==> src/rtl/riscv_fetch_pkg.sv <==
// Shared types and constants for the instruction fetch unit and its output buffer.
package riscv_fetch_pkg;

  typedef enum logic [1:0] {
    ST_BOOT  = 2'd0,
    ST_RUN   = 2'd1,
    ST_FAULT = 2'd2
  } fetch_state_t;

  localparam int unsigned INSTR_BYTES      = 4;
  localparam logic [63:0] DEFAULT_RESET_PC = 64'h0;

  typedef struct packed {
    logic [63:0] pc;
    logic [31:0] instr;
  } fetch_entry_t;

endpackage

==> src/rtl/fetch_skid_buffer.sv <==
// Two-entry FIFO of fetched {pc, instr} pairs with synchronous flush.
module fetch_skid_buffer
  import riscv_fetch_pkg::*;
(
  input  logic         clk,
  input  logic         rst_n,
  input  logic         i_push,
  input  fetch_entry_t i_push_entry,
  input  logic         i_pop,
  input  logic         i_flush,
  output fetch_entry_t o_head,
  output logic [1:0]   o_count
);

  fetch_entry_t r_mem [2];
  logic         r_wr_ptr;
  logic         r_rd_ptr;
  logic [1:0]   r_count;
  logic         w_push;
  logic         w_pop;

  // Local guards keep the FIFO safe even if a caller violates full/empty.
  assign w_push = i_push && (r_count != 2'd2);
  assign w_pop  = i_pop  && (r_count != 2'd0);

  always_ff @(posedge clk or negedge rst_n) begin
    if (!rst_n) begin
      r_mem[0] <= '0;
      r_mem[1] <= '0;
      r_wr_ptr <= 1'b0;
      r_rd_ptr <= 1'b0;
      r_count  <= 2'd0;
    end else if (i_flush) begin
      r_wr_ptr <= 1'b0;
      r_rd_ptr <= 1'b0;
      r_count  <= 2'd0;
    end else begin
      if (w_push) begin
        r_mem[r_wr_ptr] <= i_push_entry;
        r_wr_ptr        <= ~r_wr_ptr;
      end
      if (w_pop) begin
        r_rd_ptr <= ~r_rd_ptr;
      end
      unique case ({w_push, w_pop})
        2'b10:   r_count <= r_count + 2'd1;
        2'b01:   r_count <= r_count - 2'd1;
        default: r_count <= r_count;
      endcase
    end
  end

  assign o_head  = r_mem[r_rd_ptr];
  assign o_count = r_count;

endmodule

==> src/rtl/instruction_fetch_unit.sv <==
// Instruction fetch: PC, boot/run/fault FSM, redirect handling, range/alignment faults.
module instruction_fetch_unit
  import riscv_fetch_pkg::*;
#(
  parameter logic [63:0] RESET_PC  = DEFAULT_RESET_PC,
  parameter int unsigned MEM_BYTES = 256,
  parameter int unsigned BUF_DEPTH = 2
) (
  input  logic        clk,
  input  logic        rst_n,
  output logic [63:0] imem_addr,
  input  logic [31:0] imem_rdata,
  input  logic        redirect_valid,
  input  logic [63:0] redirect_pc,
  output logic        out_valid,
  input  logic        out_ready,
  output logic [31:0] out_instr,
  output logic [63:0] out_pc,
  output logic        fault,
  output logic [63:0] fault_pc
);

  localparam logic [1:0]  FULL_COUNT    = 2'(BUF_DEPTH);
  // pc+3 < MEM_BYTES rewritten as pc <= MEM_BYTES-4 so it cannot overflow.
  localparam logic [63:0] LAST_FETCH_PC = 64'(MEM_BYTES) - 64'(INSTR_BYTES);

  fetch_state_t r_state;
  fetch_state_t w_next_state;
  logic [63:0]  r_pc;
  logic         r_fault;
  logic [63:0]  r_fault_pc;

  logic         w_full;
  logic         w_in_range;
  logic         w_push;
  logic         w_pop;
  logic         w_flush;
  logic         w_pc_load;
  logic         w_pc_inc;
  logic         w_fault_set;
  logic [63:0]  w_fault_addr;
  logic [1:0]   w_count;
  fetch_entry_t w_head;
  fetch_entry_t w_push_entry;

  assign w_full     = (w_count == FULL_COUNT);
  assign w_in_range = (r_pc <= LAST_FETCH_PC);

  always_ff @(posedge clk or negedge rst_n) begin
    if (!rst_n) begin
      r_state <= ST_BOOT;
    end else begin
      r_state <= w_next_state;
    end
  end

  always_comb begin
    w_next_state = r_state;
    w_push       = 1'b0;
    w_flush      = 1'b0;
    w_pc_load    = 1'b0;
    w_pc_inc     = 1'b0;
    w_fault_set  = 1'b0;
    w_fault_addr = '0;
    if (r_state == ST_BOOT) begin
      w_next_state = ST_RUN;
    end
    if ((r_state != ST_FAULT) && redirect_valid) begin
      w_flush = 1'b1;
      if (redirect_pc[1:0] != 2'b00) begin
        w_next_state = ST_FAULT;
        w_fault_set  = 1'b1;
        w_fault_addr = redirect_pc;
      end else begin
        w_pc_load = 1'b1;
      end
    end else if ((r_state == ST_RUN) && !w_full) begin
      if (w_in_range) begin
        w_push   = 1'b1;
        w_pc_inc = 1'b1;
      end else begin
        w_next_state = ST_FAULT;
        w_fault_set  = 1'b1;
        w_fault_addr = r_pc;
      end
    end
  end

  always_ff @(posedge clk or negedge rst_n) begin
    if (!rst_n) begin
      r_pc <= RESET_PC;
    end else if (w_pc_load) begin
      r_pc <= redirect_pc;
    end else if (w_pc_inc) begin
      r_pc <= r_pc + 64'(INSTR_BYTES);
    end
  end

  always_ff @(posedge clk or negedge rst_n) begin
    if (!rst_n) begin
      r_fault    <= 1'b0;
      r_fault_pc <= '0;
    end else if (w_fault_set) begin
      r_fault    <= 1'b1;
      r_fault_pc <= w_fault_addr;
    end
  end

  assign w_push_entry = '{pc: r_pc, instr: imem_rdata};
  assign w_pop        = out_valid && out_ready;

  fetch_skid_buffer u_buf (
    .clk          (clk),
    .rst_n        (rst_n),
    .i_push       (w_push),
    .i_push_entry (w_push_entry),
    .i_pop        (w_pop),
    .i_flush      (w_flush),
    .o_head       (w_head),
    .o_count      (w_count)
  );

  assign imem_addr = r_pc;
  assign out_valid = (w_count != 2'd0);
  assign out_pc    = w_head.pc;
  assign out_instr = w_head.instr;
  assign fault     = r_fault;
  assign fault_pc  = r_fault_pc;

endmodule
==> config.mk <==
export PLATFORM = sky130hd
export DESIGN_NAME = instruction_fetch_unit
export DESIGN_NICKNAME = d
export VERILOG_FILES = /design/src/rtl/riscv_fetch_pkg.sv /design/src/rtl/fetch_skid_buffer.sv /design/src/rtl/instruction_fetch_unit.sv
export SDC_FILE = /design/constraint.sdc
export NUM_CORES = 1
export LEC_CHECK = 0
export ABC_AREA = 1
export CAP_MARGIN = 20
export CELL_PAD_IN_SITES_DETAIL_PLACEMENT = 1
export CELL_PAD_IN_SITES_GLOBAL_PLACEMENT = 1
export CORE_MARGIN = 4
export CORE_UTILIZATION = 40
export CTS_BUF_LIST = sky130_fd_sc_hd__clkbuf_8 sky130_fd_sc_hd__clkbuf_16
export CTS_CLUSTER_SIZE = 24
export DETAILED_ROUTE_END_ITERATION = 8
export PLACE_DENSITY = 0.89
export SYNTH_ARGS = -nofsm -noshare
export SYNTH_HDL_FRONTEND = slang
export SYNTH_SLANG_ARGS = --single-unit
==> constraint.sdc <==
create_clock -name clk -period 5.6 [get_ports clk]
set_input_delay 0.56 -clock clk [delete_from_list [all_inputs] [get_ports clk]]
set_output_delay 0.56 -clock clk [all_outputs]
set_load 0.01 [all_outputs]
======== Word level (Yosys, flattened, before mapping) ========
Cells that the tools add are included.
storage, ports and cells
  register bits after elaboration ......... 327
  latch bits .............................. 0
  memory bits (writable) .................. 0
  ROM bits ................................ 0
  memories kept ........................... 0
cells by class
  $add $sub $neg .......................... 3
  multipliers ............................. 0
  div/mod/pow operators ................... 0
  magnitude comparators ................... 4
  equality and inequality tests ........... 6
  shift-type cells ........................ 0
  multiplexer cells ....................... 33
  bitwise operators ....................... 5
  reduce and logical (&&, ||, !) cells .... 15
operators by type and width
  cell                   number
  $mux 64                6
  $mux 96                4
  $bwmux 192             1
  $demux 96 s1           1
  $add 64x3->64 const B  1
  $le 64x8->1 const B    1
  $mux 1                 14
  $mux 2                 6
  $reduce_bool 2->1      5
  $logic_and 1x1->1      6
  $eq 2x1->1 const B     2
  $eq 2x2->1 const B     2
  $ge 2x2->1 const B     2
  $ne 2x2->1 const B     2
  $not 1->2              2
  $pmux 2 s2             1
  $not 1->1              3
  $reduce_bool 3->1      1
  $add 2x1->2 const B    1
  $logic_not 2->1        1
  $lt 2x1->1 const B     1
  $reduce_and 2->1       1
  $sub 2x1->2 const B    1
  $logic_not 1->1        1

======== Longest topological paths before layout ========
Gate-level depths: netlist (run 1).
  depth in word-level cells ............... 9
  mapped depth ............................ 14
  depth with buffers taken out ............ 12

======== Cells and area by module ========
Synthesis (run 1) repeated with hierarchy kept, for this count alone.
second synthesis, totals
  cell total of the unflattened synthesis .. 1843
  area, all modules ....................... 15610.0 um^2
by module, submodules not included
  module                  instances  cells an instance  area each (um^2)  seq. area each (um^2)
  fetch_skid_buffer       1          1059               9285.2            4904.7
  instruction_fetch_unit  1          784                6324.8            3278.1

======== Worst setup path after synthesis (run 1) ========
Ideal clock, no wire load.
  kind .................................... register to register
  start ................................... reg r_pc[2] (netlist: imem_addr[2])
  end ..................................... reg u_buf.r_count[1] (netlist: u_buf.o_count[1])
  data arrival time ....................... 2.075 ns
  slack ................................... 3.442 ns
  cell stages (with the launch flop) ...... 15
  path buffers ............................ 2
  cell sequence ........................... dfrtp_1 ha_1 nand3_2 nor2_2 o21a_1 nor2_2 nand2_4 inv_4 nand2_2 buf_6 buf_6 ha_1 inv_1 nand2_1 o22ai_1
between the ends
  word-level cells in the longest chain between the ends .. 8
  elaborated cells on any way between the ends .. 10
RTL lines
  what                                      RTL line                      text
  start, declared                           instruction_fetch_unit.sv:29  logic [63:0] r_pc;
  start signal, assigned                    instruction_fetch_unit.sv:93  r_pc <= redirect_pc;
  start signal, assigned                    instruction_fetch_unit.sv:95  r_pc <= r_pc + 64'(INSTR_BYTES);
  $le 64x8->1 (*)                           instruction_fetch_unit.sv:47  assign w_in_range = (r_pc <= LAST_FETCH_PC);
  $mux 1 (*)                                instruction_fetch_unit.sv:78  if (w_in_range) begin
  $mux 1 (*)                                instruction_fetch_unit.sv:77  end else if ((r_state == ST_RUN) && !w_full) begin
  $mux 1 (*)                                instruction_fetch_unit.sv:68  if ((r_state != ST_FAULT) && redirect_valid) begin
  $logic_and 1x1->1 (*)                     fetch_skid_buffer.sv:23       assign w_push = i_push && (r_count != 2'd2);
  $eq 2x1->1 or $eq 2x2->1 (tied branches)  fetch_skid_buffer.sv:45       unique case ({w_push, w_pop})
  $pmux 2 s2                                fetch_skid_buffer.sv:45
  $mux 2                                    fetch_skid_buffer.sv:33       end else if (i_flush) begin
  end signal, assigned                      fetch_skid_buffer.sv:46       2'b10: r_count <= r_count + 2'd1;
  end signal, assigned                      fetch_skid_buffer.sv:47       2'b01: r_count <= r_count - 2'd1;
  end signal, assigned                      fetch_skid_buffer.sv:48       default: r_count <= r_count;
  end, declared                             fetch_skid_buffer.sv:18       logic [1:0] r_count;
Every way passes the cells marked *; elsewhere a longest branch is shown, timed or not.
A chain may end at the register's enable or synchronous reset.

======== Worst setup path in the final report (run 1) ========
  start ................................... reg u_buf.r_rd_ptr
  end ..................................... out out_pc[49]
between the ends
  word-level cells in the longest chain between the ends .. 4
RTL lines
  what                                        RTL line                      text
  start, declared                             fetch_skid_buffer.sv:17       logic r_rd_ptr;
  start signal, assigned                      fetch_skid_buffer.sv:43       r_rd_ptr <= ~r_rd_ptr;
  $not 1->2 (implied by the code)             fetch_skid_buffer.sv:53       assign o_head = r_mem[r_rd_ptr];
  $mux 96 (implied by the code) (3 in a row)  fetch_skid_buffer.sv:53
  end, declared                               instruction_fetch_unit.sv:18  output logic [63:0] out_pc,
No other way between the ends. The select of a mux whose other input is x is not followed.

==> metrics.md, run 1 <==
| Metric | Value |
|---|---|
| Synthesized netlist net count | between 1500 and 2000 |
| Worst slew margin | 26.7% |
| CTS Buf Count | 38 |
| Post-Place Cells | ~2400 |
| MaxCap Viol Count | 0 |
| Reg-to-Reg Start | imem_addr[3]$_DFFE_PN0N_ |
| Nets | 2038 |
| Setup WS pre-CTS | roughly 2.3 ns |
| CTS tree | done |
| CTS Hold Buffers Added | 0 |
| Clock skew | 0.0167 ns |
| Run status | completed |
| VDD IR max | roughly 0.25 mV |
| CTS resizes | 0 |
| Ys Warns | 0 |
| Overall global routing resource usage | 24.6% |
| Largest stage delay on the critical path | ~0.61 ns |
| Mapped Avg Cell Area | 8.54 um^2 |
| Critical Path AT | between 2 and 3 ns |
| Area grow syn2layout | 33.0% |
| Hold Slack | ~0.034 ns |
| CP Capture Type | output pin |
| CP Launch Point | u_buf.r_rd_ptr$_DFFE_PN0P_ |
| HP Class | primary input to asynchronous set/reset pin |
| Post-CTS setup buffers | 0 |
| Maximum clock path buffer count | 3 |
| Initial core utilization | 40.8% |
| Drt total wl | 47900 um |
| Mapped cell area | 14200 um^2 |
| Grt ovf | 0 |
| Via count | approximately 13000 |
| Drt first pass iters | 4 |
| Avg WL per Cell | between 15 and 20 um |
| Max Clock Freq | between 200 and 300 MHz |
| H-Tree Depth | 2 |
| Slowest CP cell | clkdlybuf4s50_1 |
| Syn Inst Count | between 1500 and 2000 |
| Row cnt | roughly 70 |
| Crit path time final | approximately 3.4 ns |
| Num Clock Sinks | approximately 330 |
| Final Max Slew Viols | 0 |
| Setup CP Type | flop to output pin |
| Hold Violations, Final | 0 |
| Worst-Margin Slew | between 1 and 1.5 ns |
| Number of global-route vias before repair | 13800 |
| Reg clk slew, reported paths | around 0.06 ns |
| Vias/cell | between 5 and 6 |
| Power Dens Cells | 307 nW/um^2 |
| TNS Setup | 0 ns |
| Critical path launch point type | flop |
| Top cell by count, worst path | nand2_1 |
| Sequential fraction of the synthesis area | ~58% |
| Chip height | a little under 200 um |
| GP Congestion | roughly 0.86 |
| Period Utilization, post-route | between 60% and 70% |
| Crit-path max FO | 45 |
| Unique masters post-synth | 31 |
| IO Port Bufs | 325 |
| Buf/Inv on CP | 3 |
| Clock Latency Late Sink | ~0.52 ns |
| # DRC | 0 |
| Setup violators final | 0 |
| Setup ws final | 2.23 ns |
| Share of cells above drive strength 1 | ~5.6% |
| Largest net degree at the start of global routing | 165 |
| Clock root cell | clkbuf_16 |
| RSZ-0062 raised after global routing | false |
| CP top delay family | buffers and inverters |
| Final Non-Filler Cells | approximately 2400 |
| Die area | about 38000 um^2 |
| Initial antenna violation count | 2 |
| Routed Antenna Nets | 0 |
| # IOs | ~330 |
| Fin util | a little over half |
| Critical-path cell list | inv_2, buf_4, nand2_1, nand2_1, clkdlybuf4s50_1 |
| Detailed Place HPWL | 30700 um |
| First-pass GRT wire length | 76800 um |
| DR iter-0 viols | between 700 and 800 |
| Core Box Area | 34700 um^2 |
| Die W | between 150 and 200 um |
| CP Data Required Time | slightly above 5 ns |
| FF+latch count, synth | approximately 330 |
| Leak pwr | 10.1 nW |
==> power by group <==
part           internal (mW)  switching [mW]  total [mW]
registers               2.44          0.0642        2.50
clock network           1.54           0.983        2.53
logic                  0.267           0.479       0.746
total                   4.25            1.53        5.78
==> sequential cells by signal (all words and copies together) (netlist names) <==
name,flops
u_buf.r_wr_ptr,1
u_buf.r_rd_ptr,1
r_state,2
u_buf.r_mem,192
imem_addr,64
u_buf.o_count,2
fault_pc,64
fault,1
==> logic make-up after synthesis <==
| logic type | count (synthesis) | share of synthesized area [%] |
|---|---|---|
| AND/OR/NAND/NOR | 902 | 26.1 |
| adder cells (fa/ha/maj) | 2 | 0.177 |
| AO/OA/AOI/OAI | 147 | 6.70 |
| buffers and inverters | 274 | 8.87 |
| XOR/XNOR | 6 | 0.371 |
| flip-flops | 327 | 57.8 |
==> synthesized netlist by cell type <==
cell type / instances / area (um^2)
nand2_1: 692 / 2600
dfrtp_1: 327 / 8180
inv_1: 157 / 589
nand3_1: 137 / 686
o21ai_0: 57 / 285
a32oi_1: 56 / 490
clkbuf_1: 42 / 158
nor2_1: 42 / 158
o21ai_1: 31 / 155
buf_6: 23 / 259
buf_2: 18 / 90.1
buf_1: 12 / 45.0
nand3_2: 12 / 120
inv_2: 11 / 41.3
nand4_1: 9 / 56.3
buf_4: 7 / 52.6
nor2_2: 4 / 25.0
xor2_1: 4 / 35.0
clkbuf_2: 3 / 15.0
ha_1: 2 / 25.0
xnor2_1: 2 / 17.5
a21oi_1: 1 / 5.00
inv_4: 1 / 6.26
nand2_2: 1 / 6.26
nand2_4: 1 / 11.3
nand3_4: 1 / 17.5
nand3b_1: 1 / 7.51
nor2_4: 1 / 11.3
nor3_1: 1 / 5.00
o21a_1: 1 / 7.51
o22ai_1: 1 / 6.26
==> path summary, 6_finish.rpt <==
check                      cells past startpoint                      endpoint  slack [ns]
max                                            5                    out_pc[49]        2.23
min                                            1  u_buf.r_mem[109]$_DFFE_PN0P_        0.03
max reg2reg                                   12      imem_addr[8]$_DFFE_PN0N_        2.66
min reg2reg                                    2  u_buf.r_mem[172]$_DFFE_PN0P_        0.46
max in group asynchronous                      2      fault_pc[12]$_DFFE_PN0P_        4.15
min in group clk                               2  u_buf.r_mem[172]$_DFFE_PN0P_        0.46
==> layout by cell type (no fill, tap or decap) <==
cell type and count:
nand2_1 692, dfrtp_1 326, clkdlybuf4s50_1 324, inv_1 165, nand3_1 137, o21ai_0 57, a32oi_1 56, nor2_1 42
clkbuf_16 39, o21ai_1 31, buf_4 14, inv_2 12, nand3_2 11, nand4_1 9, clkinv_2 7, bufinv_16 5
xor2_1 4, clkbuf_8 4, buf_12 4, nor2_2 3, diode_2 2, nor2_4 2, nand3_4 2, xnor2_1 2
ha_1 2, o21a_1 1, nand2_4 1, inv_4 1, nand2_2 1, nor3_1 1, nand3b_1 1, o22ai_1 1
a21oi_1 1, inv_6 1, clkinvlp_4 1, buf_8 1, dfrtp_4 1
==> area by class of cell <==
class | count | area [um^2]
Fill cell | 4033 | 15900
Sequential cell | 327 | 8190
Multi-Input combinational cell | 1057 | 4740
Timing Repair Buffer | 343 | 3440
Clock buffer | 43 | 1030
Inverter | 169 | 637
Tap cell | 455 | 569
Clock inverter | 23 | 235
Antenna cell | 2 | 5.00
==> stage by stage <==
stage | total power [mW] | instance area [um^2]
global route | 6.04 | 18800
global placement | 3.28 | 17500
finish | 5.78 | 18800
CTS | 5.86 | 18800
floorplan | 2.87 | 14200
detailed placement | 3.30 | 17600
==> routing by layer <==
metal | GRT usage [%] | routed length, um
met2 | 41.6 | 23700
met4 | 7.58 | 1400
met5 | 0 | 0
met3 | 6.20 | 3470
met1 | 31.3 | 19400
(Power assumes the default switching activity.)
==> inputs of run 2 (changes only) <==
--- a/config.mk
+++ b/config.mk
@@ -10,11 +10,11 @@
 export CELL_PAD_IN_SITES_DETAIL_PLACEMENT = 1
 export CELL_PAD_IN_SITES_GLOBAL_PLACEMENT = 1
 export CORE_MARGIN = 4
-export CORE_UTILIZATION = 40
+export CORE_UTILIZATION = 37
 export CTS_BUF_LIST = sky130_fd_sc_hd__clkbuf_8 sky130_fd_sc_hd__clkbuf_16
 export CTS_CLUSTER_SIZE = 24
 export DETAILED_ROUTE_END_ITERATION = 8
-export PLACE_DENSITY = 0.89
+export PLACE_DENSITY = 0.84
 export SYNTH_ARGS = -nofsm -noshare
 export SYNTH_HDL_FRONTEND = slang
 export SYNTH_SLANG_ARGS = --single-unit
==> constraint.sdc (replaced) <==
create_clock -name clk -period 3.12 [get_ports clk]
set_input_delay 0.312 -clock clk [delete_from_list [all_inputs] [get_ports clk]]
set_output_delay 0.312 -clock clk [all_outputs]
set_load 0.01 [all_outputs]
==> run 2 against run 1 <==
Clock skew about the same. Sequential share of layout area decreased by 0.52 points. Die area increased by 7.8%. Register-to-register slack worse by 2.2 ns. Global-route usage is 2.2 points lower. Total power grew 80%. Non-clock buffer count grew 8. First-iteration DRC count fell by 15%. Sequential power up 80%. Combinational power rose by 86%. Sequential cell count is the same.
==> metrics.md, run 2 (synthesized netlist as in run 1, its figures left out) <==
| Metric | Value |
|---|---|
| Largest net degree at the start of global routing | 137 (-17%) |
| HP Class | primary input to flop |
| Share of cells above drive strength 1 | 5.98% (+0.38 points) |
| Commonest non-fill, non-tap cell in the layout | nand2_1 |
| Max Clock Freq | 369 MHz |
| Post-CTS setup buffers | 0 (unchanged) |
| Most frequent cells in the layout | nand2_1, dfrtp_1, clkdlybuf4s50_1, inv_1, nand3_1 |
| Worst slew margin | 28.8% (+2.1 points) |
| Finished Cell Area | 19100 um^2 (+1.2%) |
| Final Max Slew Viols | 0 (unchanged) |
| MaxCap Viol Count | 0 (unchanged) |
| CP Launch Point | u_buf.r_rd_ptr$_DFFE_PN0P_ |
| CTS resizes | 0 (unchanged) |
| Clock skew | 0.0170 ns (+0.000358 ns) |
| Ant. Diodes | 0 (-2) |
| Placed Area | 17800 um^2 (+1.2%) |
| Maximum clock path buffer count | 3 (unchanged) |
| Via count | 12400 (-1.5%) |
| CTS tree | done |
| Hold Crit Start | imem_rdata[21] |
| Hold Violations, Final | 0 (unchanged) |
| Top reg by flops | u_buf.r_mem |
| Number of global-route vias before repair | 13400 (-3.3%) |
| CTS Buf Count | 39 (+2.6%) |
| Power Dens Cells | 546 nW/um^2 (+78%) |
| GP Congestion | 0.808 (-5.6%) |
| Setup violators final | 0 (unchanged) |
| First-pass GRT wire length | 75300 um (-1.9%) |
| Detailed Place HPWL | 30600 um (-0.41%) |
| Area grow syn2layout | 34.6% |
| Fin util | 50.5% (-3.8 points) |
| Chip height | 204 um (+3.8%) |
| Clock root cell | clkbuf_16 |
| IO Port Bufs | 325 (unchanged) |
| RSZ-0062 raised after global routing | false |
| Vias/cell | 5.00 (-4.1%) |
| Routed Antenna Nets | 0 (unchanged) |
| Avg WL per Cell | 18.9 um (-4.7%) |
| CP Data Required Time | 2.81 ns (-2.23 ns) |
| Overall global routing resource usage | 22.4% (-2.2 points) |
| Grt ovf | 0 (unchanged) |
| Setup CP Type | flop to output pin |
| Die W | 204 um (+3.8%) |
| Drt first pass iters | 4 (unchanged) |
| FILL cells | 4386 (+8.8%) |
| Initial antenna violation count | 3 (+1) |
| CP Capture Type | output pin |
| Drt total wl | 46900 um (-2.2%) |
| Tot Pwr | 10.4 mW (+80%) |
| Leak pwr | 10.2 nW (+0.67%) |
| Initial core utilization | 37.5% (-3.3 points) |
| Reg-to-Reg Start | imem_addr[3]$_DFFE_PN0N_ |
| H-Tree Depth | 2 (unchanged) |
| Period Utilization, post-route | between 80% and 90% |
| Die area | 41500 um^2 (+7.8%) |
| VDD IR max | 0.388 mV (+56%) |
| Row cnt | 71 (+4.4%) |
| # DRC | 0 (unchanged) |
| Reg clk slew, reported paths | 0.06 ns (about the same) |
| Crit path time final | 2.71 ns |
| # IOs | 326 (unchanged) |
| Worst-Margin Slew | 1.07 ns (-0.0310 ns) |
| Nets | 2047 (+0.44%) |
| Num Clock Sinks | 327 (unchanged) |
| Max FFs per register | 192 (unchanged) |
| Critical path launch point type | flop |
| DR iter-0 viols | 595 (-15%) |
| Clock Latency Late Sink | 0.53 ns (about the same) |
| Run status | completed |
| Core Box Area | 37800 um^2 (+8.8%) |
| Crit-path max FO | 62 (+38%) |
| TNS Setup | 0 ns (unchanged) |
| Critical Path AT | 2.40 ns (-0.41 ns) |
[run 2: worst paths after layout]
path	depth (start not counted)	slack (ns)	end
min in group asynchronous	2	0.45	u_buf.r_mem[15]$_DFFE_PN0P_
setup reg to reg	10	0.43	u_buf.r_mem[99]$_DFFE_PN0P_
setup / recovery	5	0.41	out_pc[40]
max in group asynchronous	3	1.75	u_buf.r_mem[52]$_DFFE_PN0P_
hold / removal	3	0.35	u_buf.r_mem[117]$_DFFE_PN0P_
hold reg to reg	2	0.46	u_buf.r_mem[168]$_DFFE_PN0P_
[run 2: stage by stage]
step / cells / setup slack (ns) / hold slack (ns)
finish: 2483 / 0.408 / 0.354
global placement: 2414 / 0.625 / 0.434
detailed placement: 2414 / 0.453 / 0.442
CTS: 2483 / 0.333 / 0.326
floorplan: 1658 / 0.962 / 0.0164
global route: 2483 / 0.146 / 0.351
[run 2: area by class of cell]
cell class                 instances  area, um^2  share of cell area [%]
clock buffer                      50        1150                    6.03
clock inverter                    18         139                   0.728
inverter                         169         638                    3.35
multi-input combinational       1057        4740                    24.9
sequential                       327        8190                    42.9
tap                              511         639                    3.35
timing repair buffer             351        3580                    18.8
[run 2: where the power goes]
part	internal (mW)	switching, mW	leakage [nW]	total, mW
clock	2.75	1.78	0.664	4.53
sequential	4.38	0.114	4.48	4.49
combinational	0.526	0.868	5.04	1.39
total	7.65	2.76	10.2	10.4
[run 2: critical path: stages, from the launching register on]
cell and delay, ns:
dfrtp_4 0.49, clkinv_2 0.26, buf_12 0.31, nand2_1 0.09
nand2_1 0.12, clkdlybuf4s50_1 0.55
[run 2: per-layer routing]
| metal | part of all wire (%) | track usage [%] |
|---|---|---|
| met3 | 8.0 | 7.74 |
| met2 | 49 | 37.4 |
| met1 | 41 | 28.4 |
| met4 | 1.7 | 5.11 |
| met5 | 0.047 | 0 |
[run 2: repair_timing]
action,4_1_cts,5_1_grt
hold endpoints to repair,96,0
hold buffers,1,0
setup endpoints to repair,0,0
